## src/rtl/qrs_peak_search.sv

```systemverilog
// QRS peak search: tracks the largest short-window abs-diff sample above threshold
// and confirms it as a peak once LOOKAHEAD samples pass without a larger one.
module qrs_peak_search #(
  parameter int DATA_WIDTH = 11,
  parameter int CTR_WIDTH  = 24,
  parameter int LOOKAHEAD  = 36,
  parameter int REFRACTORY = 72
) (
  input  logic                  i_clk,
  input  logic                  i_nrst,
  input  logic                  i_ce,
  input  logic [DATA_WIDTH-1:0] i_sample,
  input  logic                  i_qrs_search_en,
  input  logic [DATA_WIDTH-1:0] i_qrs_threshold,
  output logic [CTR_WIDTH-1:0]  o_ctr,
  output logic [DATA_WIDTH-1:0] o_abs_diff_short_max,
  output logic                  o_abs_diff_short_valid,
  output logic                  o_extremum_found
);

  localparam int LA_W = $clog2(LOOKAHEAD + 1);
  localparam int RF_W = $clog2(REFRACTORY + 1);
  localparam logic [LA_W-1:0] LA_LAST = LA_W'(LOOKAHEAD);
  localparam logic [RF_W-1:0] RF_LAST = RF_W'(REFRACTORY);

  typedef enum logic [1:0] {
    IDLE    = 2'd0,
    ARMED   = 2'd1,
    TRACK   = 2'd2,
    REFRACT = 2'd3
  } state_t;

  state_t                state_reg, state_next;
  logic [CTR_WIDTH-1:0]  ctr_reg, ctr_next;
  logic [DATA_WIDTH-1:0] max_reg, max_next;
  logic [DATA_WIDTH-1:0] track_reg, track_next;
  logic [LA_W-1:0]       la_reg, la_next;
  logic [RF_W-1:0]       rf_reg, rf_next;
  logic                  valid_reg, valid_next;
  logic                  pulse_reg, pulse_next;

  logic [LA_W-1:0]       la_sat;
  logic [RF_W-1:0]       rf_sat;

  // Saturating increments: the counters never wrap even if a state lingers.
  assign la_sat = (la_reg == LA_LAST) ? la_reg : la_reg + LA_W'(1);
  assign rf_sat = (rf_reg == RF_LAST) ? rf_reg : rf_reg + RF_W'(1);

  always_ff @(posedge i_clk or negedge i_nrst) begin
    if (!i_nrst) begin
      state_reg <= IDLE;
      ctr_reg   <= '0;
      max_reg   <= '0;
      track_reg <= '0;
      la_reg    <= '0;
      rf_reg    <= '0;
      valid_reg <= 1'b0;
      pulse_reg <= 1'b0;
    end else begin
      state_reg <= state_next;
      ctr_reg   <= ctr_next;
      max_reg   <= max_next;
      track_reg <= track_next;
      la_reg    <= la_next;
      rf_reg    <= rf_next;
      valid_reg <= valid_next;
      pulse_reg <= pulse_next;
    end
  end

  always_comb begin
    state_next = state_reg;
    ctr_next   = i_ce ? ctr_reg + CTR_WIDTH'(1) : ctr_reg;
    valid_next = valid_reg | i_ce;
    max_next   = max_reg;
    track_next = track_reg;
    la_next    = la_reg;
    rf_next    = rf_reg;
    pulse_next = 1'b0;

    case (state_reg)
      IDLE: begin
        // Enabling freezes the initialisation maximum even on a sample cycle.
        if (i_qrs_search_en) begin
          state_next = ARMED;
        end else if (i_ce && (i_sample > max_reg)) begin
          max_next = i_sample;
        end
      end

      ARMED: begin
        if (!i_qrs_search_en) begin
          state_next = IDLE;
          max_next   = '0;
          track_next = '0;
          la_next    = '0;
        end else if (i_ce && (i_sample > i_qrs_threshold)) begin
          state_next = TRACK;
          track_next = i_sample;
          la_next    = '0;
        end
      end

      TRACK: begin
        if (!i_qrs_search_en) begin
          state_next = IDLE;
          max_next   = '0;
          track_next = '0;
          la_next    = '0;
        end else if (i_ce) begin
          // Equal samples do not restart the lookahead: the first occurrence wins.
          if (i_sample > track_reg) begin
            track_next = i_sample;
            la_next    = '0;
          end else begin
            la_next = la_sat;
            if (la_sat == LA_LAST) begin
              state_next = REFRACT;
              max_next   = track_reg;
              pulse_next = 1'b1;
              la_next    = '0;
              rf_next    = '0;
            end
          end
        end
      end

      REFRACT: begin
        if (i_ce) begin
          rf_next = rf_sat;
          if (rf_sat == RF_LAST) begin
            state_next = i_qrs_search_en ? ARMED : IDLE;
            rf_next    = '0;
          end
        end
      end

      default: begin
        state_next = IDLE;
      end
    endcase
  end

  assign o_ctr                  = ctr_reg;
  assign o_abs_diff_short_max   = max_reg;
  assign o_abs_diff_short_valid = valid_reg;
  assign o_extremum_found       = pulse_reg;

endmodule

```

## config.mk

```make
export PLATFORM = sky130hd
export DESIGN_NAME = qrs_peak_search
export DESIGN_NICKNAME = d
export VERILOG_FILES = /design/src/rtl/qrs_peak_search.sv
export SDC_FILE = /design/constraint.sdc
export NUM_CORES = 1
export LEC_CHECK = 0
export ABC_AREA = 1
export CAP_MARGIN = 20
export CORE_MARGIN = 2
export CORE_UTILIZATION = 51
export DETAILED_ROUTE_END_ITERATION = 10
export HOLD_SLACK_MARGIN = 0.08
export PLACE_DENSITY = 0.75
export SYNTH_ARGS = -nofsm -noshare
export SYNTH_HDL_FRONTEND = slang
export SYNTH_SLANG_ARGS = --single-unit
export TNS_END_PERCENT = 50
```

## constraint.sdc

```tcl
create_clock -name i_clk -period 3.54 [get_ports i_clk]
set_clock_uncertainty 0.1 [all_clocks]
set_input_delay 0.708 -clock i_clk [delete_from_list [all_inputs] [get_ports i_clk]]
set_output_delay 0.708 -clock i_clk [all_outputs]
set_load 0.02 [all_outputs]
```

==> impl_results.md, run 1 <==
* Status: completed
* Comb pwr share at 38.7%
* Placed Cells at 742
* Diodes inserted at 0
* Multi-input gate area in the final layout at 0.00239 sq mm
* DP HPWL at 7350 um
* Family with the most delay on the worst path: simple AND/OR/NAND/NOR gates
* Clock sinks at 63
* FP Rows at 33
* Total grt overflow at 0
* Simple-gate share of the synthesized area at 29.8%
* 1st-iter DRT viols at 173
* Synth top area share at 35.9%
* Hold Crit Class: in -> async
* Final setup margin at 647 ps
* Share of cells above drive strength 1 at 8.27%
* Area grow syn2layout at 21.6%
* Die area at 0.00937 sq mm
* Antenna Nets Post-Route at 0
* Startpoint Class: input port
* Crit path kind: in -> reg
* First-pass DRT Iterations at 4
* P_leak at 0.00267 uW
* Layout fillers at 722
* CTS tree: built
* Synthesized area at 0.00439 sq mm
* WP buf/inv at 1
* Least-Margin Pin Slew at 654 ps
* Cell chain of the critical path: clkdlybuf4s50_1, ha_1, nand2_1, nor2_1, and2_1, nand2_1, nand3_1, nand2_1, nand2_1, nand2_1, nand2_1, o21ai_0
* Most Frequent Cell on Critical Path: nand2_1
* Cell Int Power at 1790 uW
* Fin crit period at 2890 ps
* Power Dens Cells at 547 mW/mm^2
* Vias at 3864
* Worst slack, placed at 325 ps
* Clock share of power at 26.5%
* I/O pin cnt at 63
* Core Area at 0.00830 sq mm
* Clk buf depth at 2
* Unrepaired setup endpoints after global routing: no
* H-tree levels at 3
* Final cell count without fillers at 758
* Hold Violations, Final at 0
* Routed length per instance at 12.9 um
* First-pass GRT wire length at 17200 um
* Post-CTS setup buffers at 0
* Max reg flops at 24
* Switching power share of the total at 38.8%
* Initial antenna violation count at 0
* Slowest-stage cell, CP: clkdlybuf4s50_1
* CTS clk-pin slew, worst paths at 80 ps
* Largest net degree at the start of global routing at 37
* Max incr delay on CP at 540 ps
* Final cycle utilization of the critical path at 81.7%
* Vias in the first global route at 3793
* Total detailed-routing wirelength at 9770 um
* Seq/Total Area, Yosys at 35.9%
* GPL Wtd Cong at 0.823
* Layout Nets at 717
* CTS root buf: clkbuf_8
* Largest family of logic cells by synthesized area: simple AND/OR/NAND/NOR gates
* Avg Cell Area, Syn at 7.54 sq um
* Max-cap check violation count at 0
* Sequential share of power at 34.8%
* Die width at 96.8 um
* Hold WS at 286 ps
* Post-synthesis adder-cell area fraction at 12.2%
* # hold bufs at CTS at 0
* Slew margin rel. at 56.4%
* Post-synth top flop: dfrtp_1
* Final setup TNS at 0 ps
* Vias per cell at 5.10
* Sequential cell area at 0.00158 sq mm
* Crit path max fanout at 22
* Multiplexer share of the synthesized area at 0%
* Max VDD drop at 0.000434 V
* End-of-flow core utilization at 64.4%
* Post-synth ARST share at 100%
* Total GRT Usage at 21.9%
* Worst endpoint required time at 3640 ps
* Type of destination of the critical path: flop
* Post-synthesis xor/xnor area fraction at 4.58%
* Die Span Y at 96.8 um
* EDFF count, synth at 0
* Complex-gate fraction of the synthesized area at 7.86%
* Final setup vio count at 0
* Post-synthesis register bit count at 63
* DRC Markers at 0
* Synth area leader: dfrtp_1
* Synthesis Warnings at 0
* Clk Latency, worst-skew pair at 340 ps
* Area contributors post-synth: dfrtp_1 36%, nand2_1 13%, ha_1 12%
* Switch Pwr at 1130 uW
* Achievable Freq at 346 MHz
* CTS resizes at 0
* TritonCTS Buffers at 9
* Yosys cell types at 40
* Max-slew violation count at 0
* Arr. time, crit path at 2990 ps
* Net Count, Synth at 652
* Port Buffers at 62
* Initial Util at 52.9%
* Syn Inst Count at 583
* Setup slack, reg-to-reg at 1120 ps
worst paths after layout:
path / from / end / cells after the start
max: i_sample[4] / track_reg[10] / 12
min: i_nrst / rf_reg[2] / 1
max reg2reg: state_reg[0] / track_reg[10] / 8
min reg2reg: o_abs_diff_short_valid / o_abs_diff_short_valid / 1
max in group asynchronous: i_nrst / o_ctr[5] / 2
min in group i_clk: o_abs_diff_short_valid / o_abs_diff_short_valid / 1
area by class of cell:
type | count | area share, %
Multi-Input combinational cell | 416 | 44.8
Sequential cell | 63 | 29.5
Timing Repair Buffer | 67 | 12.2
Inverter | 91 | 6.44
Tap cell | 105 | 2.46
Clock buffer | 9 | 2.32
Clock inverter | 7 | 2.25
power groups by stage:
stage                     combinational [uW]  clock, uW  sequential (uW)
after global routing                    1300        820             1040
after detailed placement                1130          0             1020
final                                   1130        775             1020
after floorplan                          668          0             1090
after CTS                               1140        787             1020
after global placement                  1090          0             1020
synthesized netlist by cell type, types with 6 or more instances:
cell type,number
nor2_2,6
inv_1,84
a21oi_1,15
dfrtp_1,63
ha_1,43
nor2_1,34
nand2_1,156
xor2_1,15
o21ai_0,36
xnor2_1,8
nand3_1,58
nand4_1,9
metal layers:
metal / vias up / wire length, um / GRT usage, %
met4: 0 / 137 / 7.26
met3: 12 / 417 / 4.62
li1: 1988 / - / -
met1: 1800 / 4400 / 27.6
met2: 64 / 4820 / 37.5
met5: - / 0 / 0
per-stage QoR:
step                      instance area (sq um)  total power (uW)
after floorplan                            4390              1760
after global placement                     5100              2110
after detailed placement                   5100              2150
after CTS                                  5340              2940
after global routing                       5340              3150
final                                      5340              2920
placed cells by master (no fill, tap or decap), types with 2 or more instances in the layout:
| master | instances |
|---|---|
| nand2_1 | 156 |
| inv_1 | 84 |
| dfrtp_1 | 63 |
| clkdlybuf4s50_1 | 61 |
| nand3_1 | 58 |
| ha_1 | 43 |
| o21ai_0 | 36 |
| nor2_1 | 34 |
| a21oi_1 | 15 |
| xor2_1 | 15 |
| nand4_1 | 9 |
| clkbuf_8 | 9 |
| xnor2_1 | 8 |
| nor2_2 | 6 |
| buf_4 | 5 |
| inv_2 | 4 |
| nor2_4 | 4 |
| nand2_2 | 4 |
| nand3_2 | 3 |
| nor3_1 | 3 |
| o21ai_1 | 3 |
| bufinv_16 | 3 |
| a21o_1 | 2 |
| nand2_4 | 2 |
| a21oi_2 | 2 |
| clkinv_1 | 2 |
| nor3_2 | 2 |
cells by family (layout without fill, tap and decap cells):
family,count (synthesis),count (layout)
and+or+nand+nor,287,287
DFF,63,63
buffers and inverters,104,174
adders and majority gates,43,43
xor gates and xnor gates,23,23
AOI/OAI and AO/OA,63,63
worst reg2reg max path: cells and delay by family, from the launching register on:
family	cells	cell delay, ps
AND/OR/NAND/NOR	2	600
AO/OA/AOI/OAI	3	470
flip-flops	1	460
buffers and inverters	2	380
adder cells (fa/ha/maj)	1	270
(Power assumes the default switching activity.)
==> run 2, diff against run 1 <==
==> constraint.sdc (replaced) <==
create_clock -name i_clk -period 2.9 [get_ports i_clk]
set_clock_uncertainty 0.1 [all_clocks]
set_input_delay 0.58 -clock i_clk [delete_from_list [all_inputs] [get_ports i_clk]]
set_output_delay 0.58 -clock i_clk [all_outputs]
set_load 0.02 [all_outputs]
==> run 2 against run 1 <==
Sequential share of layout area up 0.076 points. Clock power down 9.8%. Register-to-register slack worse by 420 ps. Largest cell class unchanged.
==> impl_results.md, run 2 (synthesis results as in run 1) <==
* Status: completed (unchanged)
* Die area at 0.00937 sq mm (unchanged)
* Routed length per instance at 13.0 um (was 12.9 um)
* Final setup margin at 333 ps (was 647 ps)
* Post-CTS setup buffers at 0 (unchanged)
* Type of destination of the critical path: flop (unchanged)
* Startpoint Class: input port (unchanged)
* Max VDD drop at 0.000403 V (was 0.000434 V)
* Antenna Nets Post-Route at 0 (unchanged)
* CTS root buf: clkbuf_8 (unchanged)
* Total grt overflow at 0 (unchanged)
* CTS clk-pin slew, worst paths at 70 ps (was 80 ps)
* Vias at 3931 (was 3864)
* Core Area at 0.00830 sq mm (unchanged)
* Hold WS at 135 ps (was 286 ps)
* Final setup vio count at 0 (unchanged)
* Layout Nets at 721 (was 717)
* 1st-iter DRT viols at 161 (was 173)
* CTS resizes at 0 (unchanged)
* Unrepaired setup endpoints after global routing: no (unchanged)
* Fin crit period at 2570 ps
* Arr. time, crit path at 2700 ps (was 2990 ps)
* Initial antenna violation count at 0 (unchanged)
* First-pass GRT wire length at 17300 um (was 17200 um)
* Total detailed-routing wirelength at 9910 um (was 9770 um)
* I/O pin cnt at 63 (unchanged)
* CTS tree: built (unchanged)
* Largest net degree at the start of global routing at 41 (was 37)
* Max-cap check violation count at 0 (unchanged)
* Hold Crit Class: in -> async (unchanged)
* Pwr Total at 3360 uW (was 2920 uW)
* GPL Wtd Cong at 0.846 (was 0.823)
* Power Dens Cells at 631 mW/mm^2 (was 547 mW/mm^2)
* Initial Util at 52.9% (unchanged)
* Share of cells above drive strength 1 at 8.68% (was 8.27%)
* Least-Margin Pin Slew at 598 ps (was 654 ps)
* DP HPWL at 7730 um (was 7350 um)
* Crit path kind: in -> reg (unchanged)
* Die Span Y at 96.8 um (unchanged)
* Clk buf depth at 2 (unchanged)
* H-tree levels at 3 (unchanged)
* Clock sinks at 63 (unchanged)
* Die width at 96.8 um (unchanged)
* Crit path max fanout at 15 (was 22)
* Most frequent cells in the layout: 156 x nand2_1, 84 x inv_1, 63 x dfrtp_1, 61 x clkdlybuf4s50_1, 58 x nand3_1 (unchanged)
* Max reg flops at 24 (unchanged)
* Hold Violations, Final at 0 (unchanged)
* Max-slew violation count at 0 (unchanged)
* Layout fillers at 728 (was 722)
* Finished Cell Area at 0.00533 sq mm (was 0.00534 sq mm)
* Total GRT Usage at 22.1% (was 21.9%)
* Diodes inserted at 0 (unchanged)
* First-pass DRT Iterations at 4 (unchanged)
* Area grow syn2layout at 21.3% (was 21.6%)
* Commonest non-fill, non-tap cell in the layout: nand2_1 (unchanged)
* Cell Area, Placed at 0.00515 sq mm (was 0.00510 sq mm)
* Final cycle utilization of the critical path at 88.5%
* Vias in the first global route at 3924 (was 3793)
* DRC Markers at 0 (unchanged)
* FP Rows at 33 (unchanged)
* TritonCTS Buffers at 9 (unchanged)
* Worst endpoint required time at 3030 ps (was 3640 ps)
* Worst slack, placed at -14.6 ps (was 325 ps)
* # hold bufs at CTS at 0 (unchanged)
* Clk Latency, worst-skew pair at 350 ps (was 340 ps)
* Achievable Freq at 390 MHz
* Vias per cell at 5.16 (was 5.10)
* Port Buffers at 62 (unchanged)
* Slew margin rel. at 60.2% (was 56.4%)
* P_leak at 0.00266 uW (was 0.00267 uW)
[run 2: where the power goes]
group | switching [uW] | internal, uW | total [uW]
Sequential | 188 | 1050 | 1240
Clock | 367 | 332 | 699
Combinational | 826 | 593 | 1420
Total | 1380 | 1980 | 3360
[run 2: cell type report]
type	instances	area [sq um]	share of cell area, %
Multi-Input combinational cell	416	2390	44.9
Clock buffer	11	141	2.65
Tap cell	105	131	2.47
Timing Repair Buffer	71	708	13.3
Sequential cell	63	1580	29.6
Inverter	91	344	6.46
Clock inverter	5	33.8	0.634
[run 2: through the flow]
stage / utilization [%] / setup TNS [ps] / cells
CTS: 64.2 / 0 / 762
detailed placement: 62.1 / -28.0 / 746
global placement: 62.1 / 0 / 746
global route: 64.2 / 0 / 762
floorplan: - / 0 / 583
finish: 64.2 / 0 / 762
[run 2: final timing paths]
check,startpoint,endpoint,slack [ps],depth (start not counted)
worst max-delay path,i_sample[6],o_abs_diff_short_max[3],330,13
worst min-delay path,i_nrst,la_reg[3],130,1
worst max register to register,track_reg[6],o_abs_diff_short_max[3],700,13
worst min register to register,o_ctr[23],o_ctr[23],390,1
max in group asynchronous,i_nrst,o_abs_diff_short_max[3],1940,2
min in group i_clk,o_ctr[23],o_ctr[23],390,1
[run 2: routing by layer]
metal  vias to the layer above  routed length (um)  GRT usage, %
li1                       1994                   -             -
met1                      1846                4390          27.5
met2                        69                5000          38.9
met3                        22                 354          3.97
met4                         0                 164          6.50
met5                         -                   0             0
[run 2: worst max-delay path, stage by stage]
cell and delay [ps]:
clkdlybuf4s50_1 520, ha_1 370, nand2_1 100, nor2_1 70, and2_1 150, nand2_1 50
nand3_1 60, nand2_1 170, nand4_4 120, nand2_4 170, nand2_2 180, nand2_1 100
nand2_1 50
==> edit 1: new RTL, config.mk and constraints of run 1 <==
Change the parameter `DATA_WIDTH` from 11 to 13.
--- a/src/rtl/qrs_peak_search.sv
+++ b/src/rtl/qrs_peak_search.sv
@@ -1,7 +1,7 @@
 // QRS peak search: tracks the largest short-window abs-diff sample above threshold
 // and confirms it as a peak once LOOKAHEAD samples pass without a larger one.
 module qrs_peak_search #(
-  parameter int DATA_WIDTH = 11,
+  parameter int DATA_WIDTH = 13,
   parameter int CTR_WIDTH  = 24,
   parameter int LOOKAHEAD  = 36,
   parameter int REFRACTORY = 72
Ports: changed (resized i_qrs_threshold, i_sample and o_abs_diff_short_max); port bits go from 63 to 69. The function was not compared with the original's and may differ.
==> edit 1 against run 1 <==
Area after synthesis rose by 13%. Final area grew 11%. Sequential cell count is 4 higher. Total power up 19%. First-iteration DRC count increased by 8.7%. Core utilization fell by 3.0 points. Routed wire length is 16% higher. Setup slack got worse by 22 ps. Critical path depth rose by 3. Hold slack worse by 100 ps. Synthesized cell count up 12%. Clock power down 28%. Maximum frequency fell by 0.75%. Critical path type unchanged. Largest cell class unchanged. Largest power group unchanged.
==> edit 1: results (changes against run 1) <==
stage,metric,value,unit,change
timing,timing.slew.headroom,53.20,%,-3.2 points
placement,io_buffers,68,,+9.7%
worst_setup_path,r2r-end,track_reg[12],,
layout,area_share_clock_buf_inv,2.855,%,-1.7 points
layout,layout-drive-gt1-share,12.29,%,+4.0 points
clock_tree,cts_resized,0,,unchanged
synth,synth_xor_area_share,4.220,%,-0.36 points
worst_setup_path,cpPeakStageDelay,540,ps,about the same
timing,whs,181.4,ps,-104.1 ps
worst_setup_path,startpoint,i_sample[12],,
routing,routed_via_density,5.148,,+0.99%
clock_tree,root_buffer,clkbuf_8,,
routing,firstDrtPassIters,5,,+1
placement,place_ws,239.4,ps,-85.62 ps
worst_setup_path,reg2reg_slack,1060,ps,-60 ps
layout,final_cells,857,,+13%
clock_tree,cts.sinks,67,,+6.3%
pwr,power.density,589.4,nW/um2,+7.7%
layout,nonClkBufAreaFrac,12.06,%,-0.17 points
routing,wl,11350,um,+16%
worst_setup_path,reg2reg_depth,10,,+2
pwr,irDropWorstVdd,0.3489,mV,-20%
synth,yosys-top-cells-count,"nand2_1 (162), inv_1 (104), dfrtp_1 (67)",,
pwr,leakagePower,2.905,nW,+8.8%
placement,place_inst,842,,+13%
global_routing,grt_pass1_wl,19610,um,+14%
synth,yosysSeqAreaShare,33.66,%,-2.2 points
synth,synth_nets,731,,+12%
layout,fin_nets,799,,+11%
outcome,status,"finished, final reports clean",,
worst_setup_path,crit_fanout,26,,+18%
global_routing,grt_max_degree,31,,-16%
synth,synthTopCellsByArea,"dfrtp_1 (34%), ha_1 (12%), nand2_1 (12%)",,
synth,synth_compound_area_share,9.269,%,+1.4 points
placement,gp_congestion,0.8788,,+6.8%
layout,inverters,110,,+21%
synth,synthAdderAreaFrac,12.31,%,+0.065 points
placement,place_hpwl,8740,um,+19%
global_routing,grt_pass1_vias,4321,,+14%
worst_setup_path,arrival,3040,ps,+50 ps
layout,multiInputGateArea,2775,um2,+16%
placement,place_area,5747,um2,+13%
layout,sh_seq_area,28.34,%,-1.2 points
global_routing,grt.total_usage,23.32,%,+1.4 points
synth,ys_types,38,,-5.0%
routing,first_iter_violations,188,,+8.7%
layout,nFillCells,898,,+24%
timing,final.min_clock_period,2915,ps,+21.98 ps
layout,clkbuf_count,11,,+2
worst_setup_path,worstSetupEndpoint,track_reg[12],,
## edit 1: changes by cell type in the layout (fill, tap and decap cells not counted), moves of 6 or more
| cell | delta |
|---|---|
| o21ai_2 | +20 |
| nand2_2 | +12 |
| o21ai_0 | -7 |
| ha_1 | +6 |
| inv_1 | +20 |
| nand2_1 | +6 |
| clkdlybuf4s50_1 | +6 |
## edit 1: cells by family after synthesis
group | Yosys count
and+or+nand+nor | 313
buffers and inverters | 126
AOI/OAI and AO/OA | 73
DFF | 67
adders and majority gates | 49
xor gates and xnor gates | 24
## edit 1: power breakdown
group / leakage (nW) / switching, mW / internal (mW)
clock network: 0.0774 / 0.290 / 0.268
registers: 0.883 / 0.205 / 0.957
logic: 1.94 / 1.10 / 0.661
total: 2.90 / 1.60 / 1.89
## edit 1: routing by layer
layer,part of all wire [%],wire [um],vias up,global-route usage (%)
met4,1.5,172,0,7.794
met2,50,5672,91,39.82
li1,-,-,2204,-
met5,0,0,-,0
met1,45,5095,2101,30.15
met3,3.6,409,16,4.000
==> edit 2: new RTL, settings of run 1 <==
Made on the original files. Register the output `o_ctr` once more, without a reset; this adds one clock of latency there. The other outputs are not delayed to match.
--- a/src/rtl/qrs_peak_search.sv
+++ b/src/rtl/qrs_peak_search.sv
@@ -141,7 +141,9 @@
     endcase
   end
 
-  assign o_ctr                  = ctr_reg;
+  always_ff @(posedge i_clk) begin
+    o_ctr <= ctr_reg;
+  end
   assign o_abs_diff_short_max   = max_reg;
   assign o_abs_diff_short_valid = valid_reg;
   assign o_extremum_found       = pulse_reg;
Formal check against the unedited RTL: not equivalent (Yosys sat finds a counterexample within 4 cycles, from zero or initial values and one cycle with i_nrst low).
==> edit 2 against run 1 <==
Global-route usage is 0.064 points higher. Non-clock buffer count is 2 higher. Hold slack worse by 60 ps. Final area grew 10%. Area after synthesis is 12% higher. Routed wire length increased by 8.6%. Total power up 18%. Setup slack gained 98 ps. Via count up 8.8%. Sequential share of layout area up 5.4 points. Sequential cell count increased by 24. Largest power group is now registers. Highest routed layer unchanged.
==> edit 2: results (changes against run 1) <==
stage,metric,value,unit,change
synth,yosysMostFrequentCell,nand2_1,,
placement,io_buffers,62,,unchanged
global_routing,grt_max_degree,25,,-32%
outcome,status,"finished, final reports clean",,
global_routing,antenna_found_initial,0,,unchanged
routing,met3WireLength,489,um,+17%
clock_tree,cts_resized,0,,unchanged
worst_setup_path,crit_fanout,11,,-50%
clock_tree,clk_pin_slew,90,ps,
pwr,irDropWorstVdd,0.3083,mV,-29%
placement,place_ws,387.5,ps,+62.40 ps
routing,wl_met2,5115,um,+6.2%
layout,nFillCells,843,,+17%
placement,gp_congestion,0.8548,,+3.9%
global_routing,grt.total_usage,22.00,%,+0.064 points
routing,vias,4204,,+8.8%
global_routing,grt_pass1_wl,18200,um,+5.6%
synth,ys_async_sr_fraction,72.41,%,-28 points
routing,first_iter_violations,255,,+47%
layout,fin_nets,764,,+6.6%
timing,timing.slew.headroom,63.59,%,+7.2 points
synth,yosys-top-cells-count,"nand2_1 (168), inv_1 (98), nand3_1 (65)",,
synth,syn_area_per_cell,7.851,um2,+4.2%
timing,drv_slew,0,,unchanged
placement,place_inst,813,,+9.6%
routing,highest-signal-layer,met4,,
synth,synth_nets,698,,+7.1%
pwr,leakagePower,2.952,nW,+11%
hold_path,hold_class,in2async,,
routing,met1_length,4857,um,+10%
synth,yosys_warnings,0,,unchanged
clock_tree,cts_setup_buffers,0,,unchanged
clock_tree,cts_buffer_depth,2,,unchanged
clock_tree,clkLatencyLatePin,350,ps,
routing,firstDrtPassIters,5,,+1
routing,post_drt_wl_per_cell,12.80,um,-0.69%
pwr,p_switching,1.385,mW,+22%
clock_tree,cts_buffers,9,,unchanged
run,max_cap_violations,0,,unchanged
clock_tree,htree_num_levels,3,,unchanged
layout,layout-drive-gt1-share,7.571,%,-0.70 points
synth,synthTopCellsByArea,"dfrtp_1 (32%), nand2_1 (13%), ha_1 (11%)",,
synth,ys_dominant_reg_cell,dfrtp_1,,
synth,ys_types,35,,-13%
layout,insertedDiodeCount,0,,unchanged
placement,place_hpwl,8408,um,+14%
routing,wl,10610,um,+8.6%
clock_tree,root_buffer,clkbuf_8,,
synth,yosysSeqAreaShare,41.65,%,+5.8 points
-- edit 2: changes by cell type after synthesis, moves of 4 or more --
cell and delta:
dfxtp_1 +24, o21ai_0 -18, inv_1 +14, nand2_1 +12, nand3_1 +7, o21ai_2 +5, nand4_1 +4, nor3_1 +4
-- edit 2: cell type report --
| type | count | share of cell area [%] |
|---|---|---|
| timing repair buffer | 69 | 11.34 |
| multi-input combinational | 424 | 40.87 |
| tap | 129 | 2.739 |
| sequential | 87 | 34.90 |
| clock inverter | 7 | 1.423 |
| inverter | 104 | 6.624 |
| clock buffer | 9 | 2.102 |
-- edit 2: cells by family after synthesis --
| kind of cell | count (synthesis) | synth area share, % |
|---|---|---|
| simple gates | 304 | 27.31 |
| compound gates | 51 | 5.954 |
| flops | 87 | 41.65 |
| fa+ha+maj | 43 | 10.89 |
| xor+xnor | 26 | 4.611 |
| buf+inv | 118 | 9.577 |
-- edit 2: per-layer routing --
layer	vias up	GRT usage [%]
li1	2125	-
met1	1952	28.82
met2	112	37.35
met3	15	4.036
met4	0	6.462
met5	-	0
-- edit 2: critical path: stages --
cell             delay, ps
clkdlybuf4s50_1        530
ha_1                   330
nand2_1                 50
inv_2                   50
nand2_1                 60
nor2_1                 170
nand2_1                 80
nand3_1                100
nand2_1                100
nand2_1                100
inv_2                   70
nor2_2                 270
inv_2                  160
nand2_1                 90
nand2_1                 60
-- edit 2: metrics by stage --
step                      total power, mW  utilization, %  instance area (um2)  hold slack [ps]
after floorplan                     2.264               -                 4938            247.2
after global placement              2.657           60.95                 5685            253.4
after detailed placement            2.722           60.95                 5685            263.0
after CTS                           3.456           63.18                 5893            229.2
after global routing                3.707           63.18                 5893            255.0
final                               3.444           63.18                 5893            226.0
-- edit 2: final timing paths --
path / startpoint / end / slack [ps] / cells after the start
worst max-delay path: i_sample[9] / track_reg[6] / 750 / 15
worst min-delay path: i_nrst / track_reg[9] / 230 / 1
worst max register to register: track_reg[8] / track_reg[6] / 1200 / 15
worst min register to register: ctr_reg[19] / o_ctr[19] / 280 / 0
max in group asynchronous: i_nrst / ctr_reg[12] / 2430 / 2
min in group i_clk: ctr_reg[19] / o_ctr[19] / 280 / 0
-- edit 2: power groups by stage --
stage               Combinational, mW  Clock [mW]  Sequential [mW]
floorplan                       0.825           0             1.44
global placement                 1.27           0             1.38
detailed placement               1.33           0             1.39
CTS                              1.34       0.746             1.37
global route                     1.52       0.784             1.40
finish                           1.34       0.731             1.37
